<file path="src/rtl/hilo_muldiv.sv">
// hilo_muldiv: iterative 32x32 multiply / divide unit with HI/LO result
// registers. One iteration per cycle, 32 iterations, then one sign-fix cycle.
module hilo_muldiv (
  input  logic        clk,
  input  logic        rst_n,
  input  logic        start,
  input  logic [3:0]  op,
  input  logic [31:0] op1,
  input  logic [31:0] op2,
  input  logic        mthi,
  input  logic        mtlo,
  input  logic [31:0] wdata,
  output logic        busy,
  output logic        done,
  output logic [31:0] hi,
  output logic [31:0] lo
);

  localparam logic [1:0] S_IDLE = 2'd0;
  localparam logic [1:0] S_CALC = 2'd1;
  localparam logic [1:0] S_FIX  = 2'd2;

  localparam logic [3:0] OP_MULT  = 4'b0000;
  localparam logic [3:0] OP_MULTU = 4'b1001;
  localparam logic [3:0] OP_DIV   = 4'b1101;
  localparam logic [3:0] OP_DIVU  = 4'b1100;

  // Per-operation context latched at start; neg flags are already gated by
  // signedness, so unsigned ops never see a sign correction.
  typedef struct packed {
    logic is_div;
    logic neg_a;
    logic neg_b;
  } ctx_t;

  logic [1:0]  state;
  logic [4:0]  cnt;
  logic [63:0] acc;     // mul: {partial product, multiplier}; div: {rem, dividend/quotient}
  logic [31:0] b_mag;   // multiplicand or divisor magnitude
  ctx_t        ctx;

  logic        op_valid, op_signed, op_is_div;
  logic        a_neg, b_neg;
  logic [31:0] a_mag, b_mag_in;
  logic        accept;

  logic [32:0] mul_sum;
  logic [63:0] mul_next;
  logic [32:0] div_tmp, div_diff;
  logic        div_ge;
  logic [63:0] div_next;

  logic [63:0] prod_fix;
  logic [31:0] q_raw, r_raw;
  logic [31:0] res_hi, res_lo;

  assign busy = (state != S_IDLE);

  // Decode request and form operand magnitudes.
  always_comb begin
    op_valid  = 1'b0;
    op_signed = 1'b0;
    op_is_div = 1'b0;
    case (op)
      OP_MULT:  begin op_valid = 1'b1; op_signed = 1'b1; end
      OP_MULTU: begin op_valid = 1'b1; end
      OP_DIV:   begin op_valid = 1'b1; op_signed = 1'b1; op_is_div = 1'b1; end
      OP_DIVU:  begin op_valid = 1'b1; op_is_div = 1'b1; end
      default:  ;
    endcase
    a_neg    = op_signed & op1[31];
    b_neg    = op_signed & op2[31];
    a_mag    = a_neg ? -op1 : op1;
    b_mag_in = b_neg ? -op2 : op2;
    accept   = (state == S_IDLE) && start && op_valid;
  end

  // One iteration step for each operation class.
  always_comb begin
    // Shift-add: add multiplicand into the upper half when the current
    // multiplier bit is set, then shift the whole accumulator right.
    mul_sum  = {1'b0, acc[63:32]} + (acc[0] ? {1'b0, b_mag} : 33'd0);
    mul_next = {mul_sum, acc[31:1]};
    // Restoring division: bring in the next dividend bit, subtract if it fits.
    // A zero divisor always "fits", giving an all-ones quotient and the
    // dividend as remainder.
    div_tmp  = {acc[63:32], acc[31]};
    div_diff = div_tmp - {1'b0, b_mag};
    div_ge   = (div_tmp >= {1'b0, b_mag});
    div_next = {(div_ge ? div_diff[31:0] : div_tmp[31:0]), acc[30:0], div_ge};
  end

  // Sign correction applied in FIX.
  always_comb begin
    prod_fix = (ctx.neg_a ^ ctx.neg_b) ? -acc : acc;
    q_raw    = acc[31:0];
    r_raw    = acc[63:32];
    if (ctx.is_div) begin
      res_hi = ctx.neg_a ? -r_raw : r_raw;
      if (b_mag == 32'd0)
        res_lo = 32'hFFFF_FFFF;
      else
        res_lo = (ctx.neg_a ^ ctx.neg_b) ? -q_raw : q_raw;
    end else begin
      res_hi = prod_fix[63:32];
      res_lo = prod_fix[31:0];
    end
  end

  // Control FSM, iteration counter and datapath registers.
  always_ff @(posedge clk) begin
    if (!rst_n) begin
      state <= S_IDLE;
      cnt   <= 5'd0;
      acc   <= 64'd0;
      b_mag <= 32'd0;
      ctx   <= '0;
      done  <= 1'b0;
    end else begin
      done <= 1'b0;
      case (state)
        S_IDLE: begin
          if (accept) begin
            state      <= S_CALC;
            cnt        <= 5'd31;
            acc        <= {32'd0, a_mag};
            b_mag      <= b_mag_in;
            ctx.is_div <= op_is_div;
            ctx.neg_a  <= a_neg;
            ctx.neg_b  <= b_neg;
          end
        end
        S_CALC: begin
          acc <= ctx.is_div ? div_next : mul_next;
          cnt <= cnt - 5'd1;
          if (cnt == 5'd0) state <= S_FIX;
        end
        S_FIX: begin
          state <= S_IDLE;
          done  <= 1'b1;
        end
        default: state <= S_IDLE;
      endcase
    end
  end

  // HI/LO: result write on leaving FIX; direct writes only in IDLE and only
  // when no operation is being accepted.
  always_ff @(posedge clk) begin
    if (!rst_n) begin
      hi <= 32'd0;
      lo <= 32'd0;
    end else if (state == S_FIX) begin
      hi <= res_hi;
      lo <= res_lo;
    end else if (state == S_IDLE && !accept) begin
      if (mthi) hi <= wdata;
      if (mtlo) lo <= wdata;
    end
  end

endmodule

</file>
<file path="config.mk">
export PLATFORM = sky130hd
export DESIGN_NAME = hilo_muldiv
export DESIGN_NICKNAME = d
export VERILOG_FILES = /design/src/rtl/hilo_muldiv.sv
export SDC_FILE = /design/constraint.sdc
export NUM_CORES = 1
export LEC_CHECK = 0
export BUFFER_PORTS_ARGS = -buffer_cell sky130_fd_sc_hd__buf_2
export CORE_MARGIN = 2
export CORE_UTILIZATION = 65
export CTS_CLUSTER_DIAMETER = 200
export DETAILED_ROUTE_END_ITERATION = 8
export PLACE_DENSITY = 0.88
export SYNTH_ARGS = -nofsm -noshare
export SYNTH_HDL_FRONTEND = slang
export SYNTH_SLANG_ARGS = --single-unit
export TNS_END_PERCENT = 50
</file>
<file path="constraint.sdc">
create_clock -name clk -period 9.6 [get_ports clk]
set_input_delay 0.96 -clock clk [delete_from_list [all_inputs] [get_ports clk]]
set_output_delay 0.96 -clock clk [all_outputs]
set_load 0.03 [all_outputs]
</file>
# Word-level counts from Yosys, hierarchy flattened
# Cells that the tools add are included.
dict set report word_totals {
  regBits 171
  inputBits 105
  output_inout_bits 66
  wordCells 78
}
dict set report op_classes {
  add_sub_neg 8
  order_cmp 1
  n_eq_ne 7
  n_mux 28
  n_bitwise 3
  reduce_logical 21
}
# op count
set ops {}
lappend ops {{$mux W32} 15}
lappend ops {{$mux W64} 3}
lappend ops {{$neg A32 Y32} 4}
lappend ops {{$pmux W64 S2} 1}
lappend ops {{$neg A64 Y64} 1}
lappend ops {{$add A32 B32 Y33} 1}
lappend ops {{$ge A33 B32 Y1} 1}
lappend ops {{$logic_not A32 Y1} 1}
lappend ops {{$sub A32 B32 Y32} 1}
lappend ops {{$eq A4 B4 Y1 const B} 3}
lappend ops {{$pmux W5 S2} 1}
lappend ops {{$reduce_and A2 Y1} 5}
lappend ops {{$reduce_bool A2 Y1} 5}
lappend ops {{$logic_not A5 Y1} 1}
lappend ops {{$mux W5} 1}
lappend ops {{$sub A5 B1 Y5 const B} 1}
lappend ops {{$logic_not A4 Y1} 1}
lappend ops {{$mux W1} 4}
lappend ops {{$mux W2} 2}
lappend ops {{$ne A2 B2 Y1 const B} 2}
lappend ops {{$pmux W2 S2} 1}
lappend ops {{$reduce_or A2 Y1} 2}
lappend ops {{$reduce_or A4 Y1} 1}
lappend ops {{$logic_and A1 B1 Y1} 3}
lappend ops {{6 further kinds} 7}

# Logic depth before layout (Yosys ltp)
dict set report logic_depth {
  word_depth 8
  ltp_mapped 15
  ltp_nobuf 13
}

# Worst setup path before layout
# No wires, ideal clock.
dict set report synth_timing {
  path_type {in2reg}
  startpoint {input port op1[3]}
  endpoint {register acc[27]}
  setup_time_ps 114
  arrival_ps 3243
  required_ps 9486
  path_slack_ps 6243
  cell_stages 10
  path_buffers 1
  path_cell_list {nor3_1 > nand3_1 > nor3_1 > nand3b_1 > or4_1 > clkbuf_1 > o41ai_1 > xnor2_1 > nor2_1 > a2111oi_0}
}
dict set report synth_via {
  elab_chain_cells 4
}
# item line_no
set synth_lines {}
lappend synth_lines {{from (decl)} 8} ;# input logic [31:0] op1,
lappend synth_lines {{$neg A32 Y32} 73} ;# a_mag = a_neg ? -op1 : op1;
lappend synth_lines {{$mux W32} 73}
lappend synth_lines {{$mux W64} 123} ;# if (accept) begin
lappend synth_lines {{$pmux W64 S2} 121} ;# case (state)
lappend synth_lines {{to (signal assigned)} 126} ;# acc <= {32'd0, a_mag};
lappend synth_lines {{to (signal assigned)} 134} ;# acc <= ctx.is_div ? div_next : mul_next;
lappend synth_lines {{to (decl)} 38} ;# logic [63:0] acc;
# Every way passes these cells. The select of a mux whose other input is x is not followed.
# A chain may end at the register's enable or synchronous reset.

# Worst setup path after layout
dict set report layout_timing {
  startpoint {register acc[34]}
  endpoint {register acc[51]}
}
dict set report layout_via {
  elab_chain_cells 4
  elab_cells_between_ends 6
  cone_classes {2 x add/sub; 1 x order compare; 3 x mux}
}
# item line_no
set layout_lines {}
lappend layout_lines {{$sub A32 B32 Y32 or $ge A33 B32 Y1 (tied branches)} {88, 89}}
lappend layout_lines {{$mux W32} 90} ;# div_next = {(div_ge ? div_diff[31:0] : div_tmp[31:0]), acc[30:0], div_ge};
lappend layout_lines {{$mux W64 (*)} 134}
lappend layout_lines {{$pmux W64 S2 (*)} 121}
# Every way passes the cells marked *; elsewhere a longest branch is shown, timed or not.

==> results.cfg <==
[outcome]
status = finished clean

[worst_setup_path]
crit_required_ps = 9920
cp_max_fo = 30
r2r_start = acc[34]
path_class = reg2reg
max_stage_delay_ps = 630
critPathLaunch = acc[34]
worstRegToRegCells = 11
cp_cell_sequence = ha_1 -> a21o_1 -> a21oi_1 -> a21oi_1 -> or3_1 -> a21o_1 -> a31oi_4 -> buf_4 -> nor2_1 -> a222oi_1 -> o21ai_0
arrival_ps = 4510
worst_setup_path_end_kind = flip-flop
critPathLaunchType = flip-flop
crit_slowest_cell = a31oi_4

[cells_and_area]
final_common_cell = nand2_1
area_growth_pct = 10.2
nets = 2178
diodes = 0
most-common-layout-cells = 253 x nand2_1, 170 x dfxtp_1, 170 x buf_2, 159 x a21oi_1, 137 x nor2_1
drive_gt1_frac = 0.137
layout.cells.non_filler = 2294

[drt]
dr.pass1.iters = 8
routed_wl_microns = 50200
via_count = 15441
top_layer = met4
dr.first_iter.drc_count = 1718
via_per_inst = 6.73
met2WireLength_microns = 22600
drt-met1-wl_microns = 20000
drc = 0
wl_met3_microns = 5670
final_antenna_net_count = 0
wl_per_cell_microns = 21.9

[floorplan]
rows = 54
initial_utilization = 0.661
fp.dieH_microns = 153
num_io_pins = 171
core_sq_mm = 0.0218
dieArea_sq_mm = 0.0234
die_w_microns = 153

[clocking]
cts_resized = 0
cts.sinks = 171
numCtsBuffers = 17
cts_htree_levels = 4
tritoncts = done
cts_buffer_depth = 2
ctsHoldBuffers = 0
clk_pin_slew_ps = 80
root_buffer = clkbuf_16
postCtsSetupBuffers = 0
clk_latency_ps = 450

[sta]
finalCritPeriodShare = 0.436
fin_tns_setup_ps = 0
clock.fmax_ghz = 0.239
period_minus_slack_ps = 4190
tightestPinTransition_ps = 1180
relSlewSlack = 0.212
fin_worst_skew_ps = 14.5
rsz0062_at_grt = false
hold_viol = 0
setup_violations = 0
maxSlewViolCount = 0
holdWs_ps = 489

[pwr]
finalPower_w = 0.00217
peakVddDrop_mv = 0.114
power_density_mw_per_mm2 = 136
p_leak_nw = 7.24

[hold_path]
hp-start = lo[1]
hold_path.class = reg2reg
holdPathStages = 2

[synth]
syn_area_per_cell_sq_um = 7.51
syn_nets = 2097
synth_cell_types = 86
ys_warn_count = 0
synth_edf_count = 0
async_flop_share = 0
yosysSeqAreaShare = 0.237
syn_area_sq_mm = 0.0144
synth-seq-cells = 171
ys.flop_type = dfxtp_1
synthCells = 1920

[grt]
grt_pass1_vias = 14145
antenna_found_initial = 0
grt.overflow.total = 0
grt_max_degree = 102
grt_pass1_wl_microns = 77200
grtUsageTotal = 0.412

[place]
dp.cells = 2262
place_congestion = 0.996
dp_hpwl_microns = 37900
portBuffers = 170

[job]
maxCapViolations = 0
==> synthesized netlist by cell type, drive strengths merged, types with 14 or more instances <==
| master | instances | area share |
|---|---|---|
| nand2b | 17 | 0.0074 |
| nor2b | 29 | 0.013 |
| nand2 | 255 | 0.067 |
| nor3 | 47 | 0.017 |
| o31ai | 29 | 0.015 |
| inv | 66 | 0.017 |
| a31oi | 24 | 0.010 |
| clkbuf | 113 | 0.030 |
| or4 | 18 | 0.0099 |
| xnor2 | 86 | 0.052 |
| buf | 15 | 0.0056 |
| nand4 | 14 | 0.0071 |
| a21oi | 162 | 0.056 |
| a221oi | 19 | 0.012 |
| nor2 | 138 | 0.036 |
| ha | 70 | 0.061 |
| xor2 | 84 | 0.051 |
| mux2 | 17 | 0.013 |
| mux2i | 62 | 0.043 |
| a311oi | 16 | 0.0097 |
| a21o | 27 | 0.014 |
| or3 | 19 | 0.0082 |
| o211a | 45 | 0.031 |
| nor4 | 31 | 0.014 |
| a211oi | 33 | 0.017 |
| nand3 | 47 | 0.016 |
| o41ai | 14 | 0.010 |
| o21ai | 124 | 0.044 |
| dfxtp | 171 | 0.24 |
==> power breakdown <==
| group | internal, W | leakage [nW] | switching, W | total (W) |
|---|---|---|---|---|
| clock network | 0.000348 | 0.280 | 0.000355 | 0.000703 |
| registers | 0.000755 | 1.40 | 0.0000548 | 0.000809 |
| logic | 0.000242 | 5.56 | 0.000413 | 0.000655 |
| total | 0.00134 | 7.24 | 0.000823 | 0.00217 |
==> metrics by stage <==
step	cell area [sq um]	utilization	setup WS [ps]
finish	15900	0.728	5410
global route	15900	0.728	5170
CTS	15900	0.728	5530
detailed placement	15300	0.702	5540
global placement	15300	0.702	5700
floorplan	14400	-	6240
==> layout make-up <==
class                      count  area, sq um
multi-input combinational   1555        10300
inverter                      66          248
tap                          280          350
clock buffer                  18          429
clock inverter                14          151
timing repair buffer         190         1000
sequential                   171         3420
fill                        1786         5930
==> kinds of logic after synthesis <==
group	synth area share
AND/OR/NAND/NOR	0.219
AO/OA/AOI/OAI	0.268
buffers and inverters	0.0533
flip-flops	0.237
XOR/XNOR	0.103
multiplexers	0.0563
adder cells (fa/ha/maj)	0.0635
==> final timing paths <==
check / to / slack [ps]
worst max register to register: acc[51] / 5410
worst max-delay path: acc[51] / 5410
worst min register to register: lo[1] / 490
worst min-delay path: lo[1] / 490
==> state kept, by name, indices dropped and copies added (netlist names) <==
| signal | count |
|---|---|
| acc | 64 |
| b_mag | 32 |
| hi | 32 |
| lo | 32 |
| cnt | 5 |
| ctx | 3 |
| state | 2 |
| done | 1 |
==> metal layers <==
layer,vias to the layer above,global-route usage
li1,7141,-
met1,7209,0.542
met2,953,0.665
met3,138,0.0836
met4,0,0.165
met5,-,0
==> worst max-delay path, delay by kind of cell (launching register included) <==
| kind | cells | cell delay [ps] |
|---|---|---|
| AO/OA/AOI/OAI | 7 | 2070 |
| AND/OR/NAND/NOR | 2 | 610 |
| flip-flops | 1 | 540 |
| buffers and inverters | 1 | 480 |
| adder cells (fa/ha/maj) | 1 | 360 |
No activity file was read; power rests on OpenSTA's default activity.
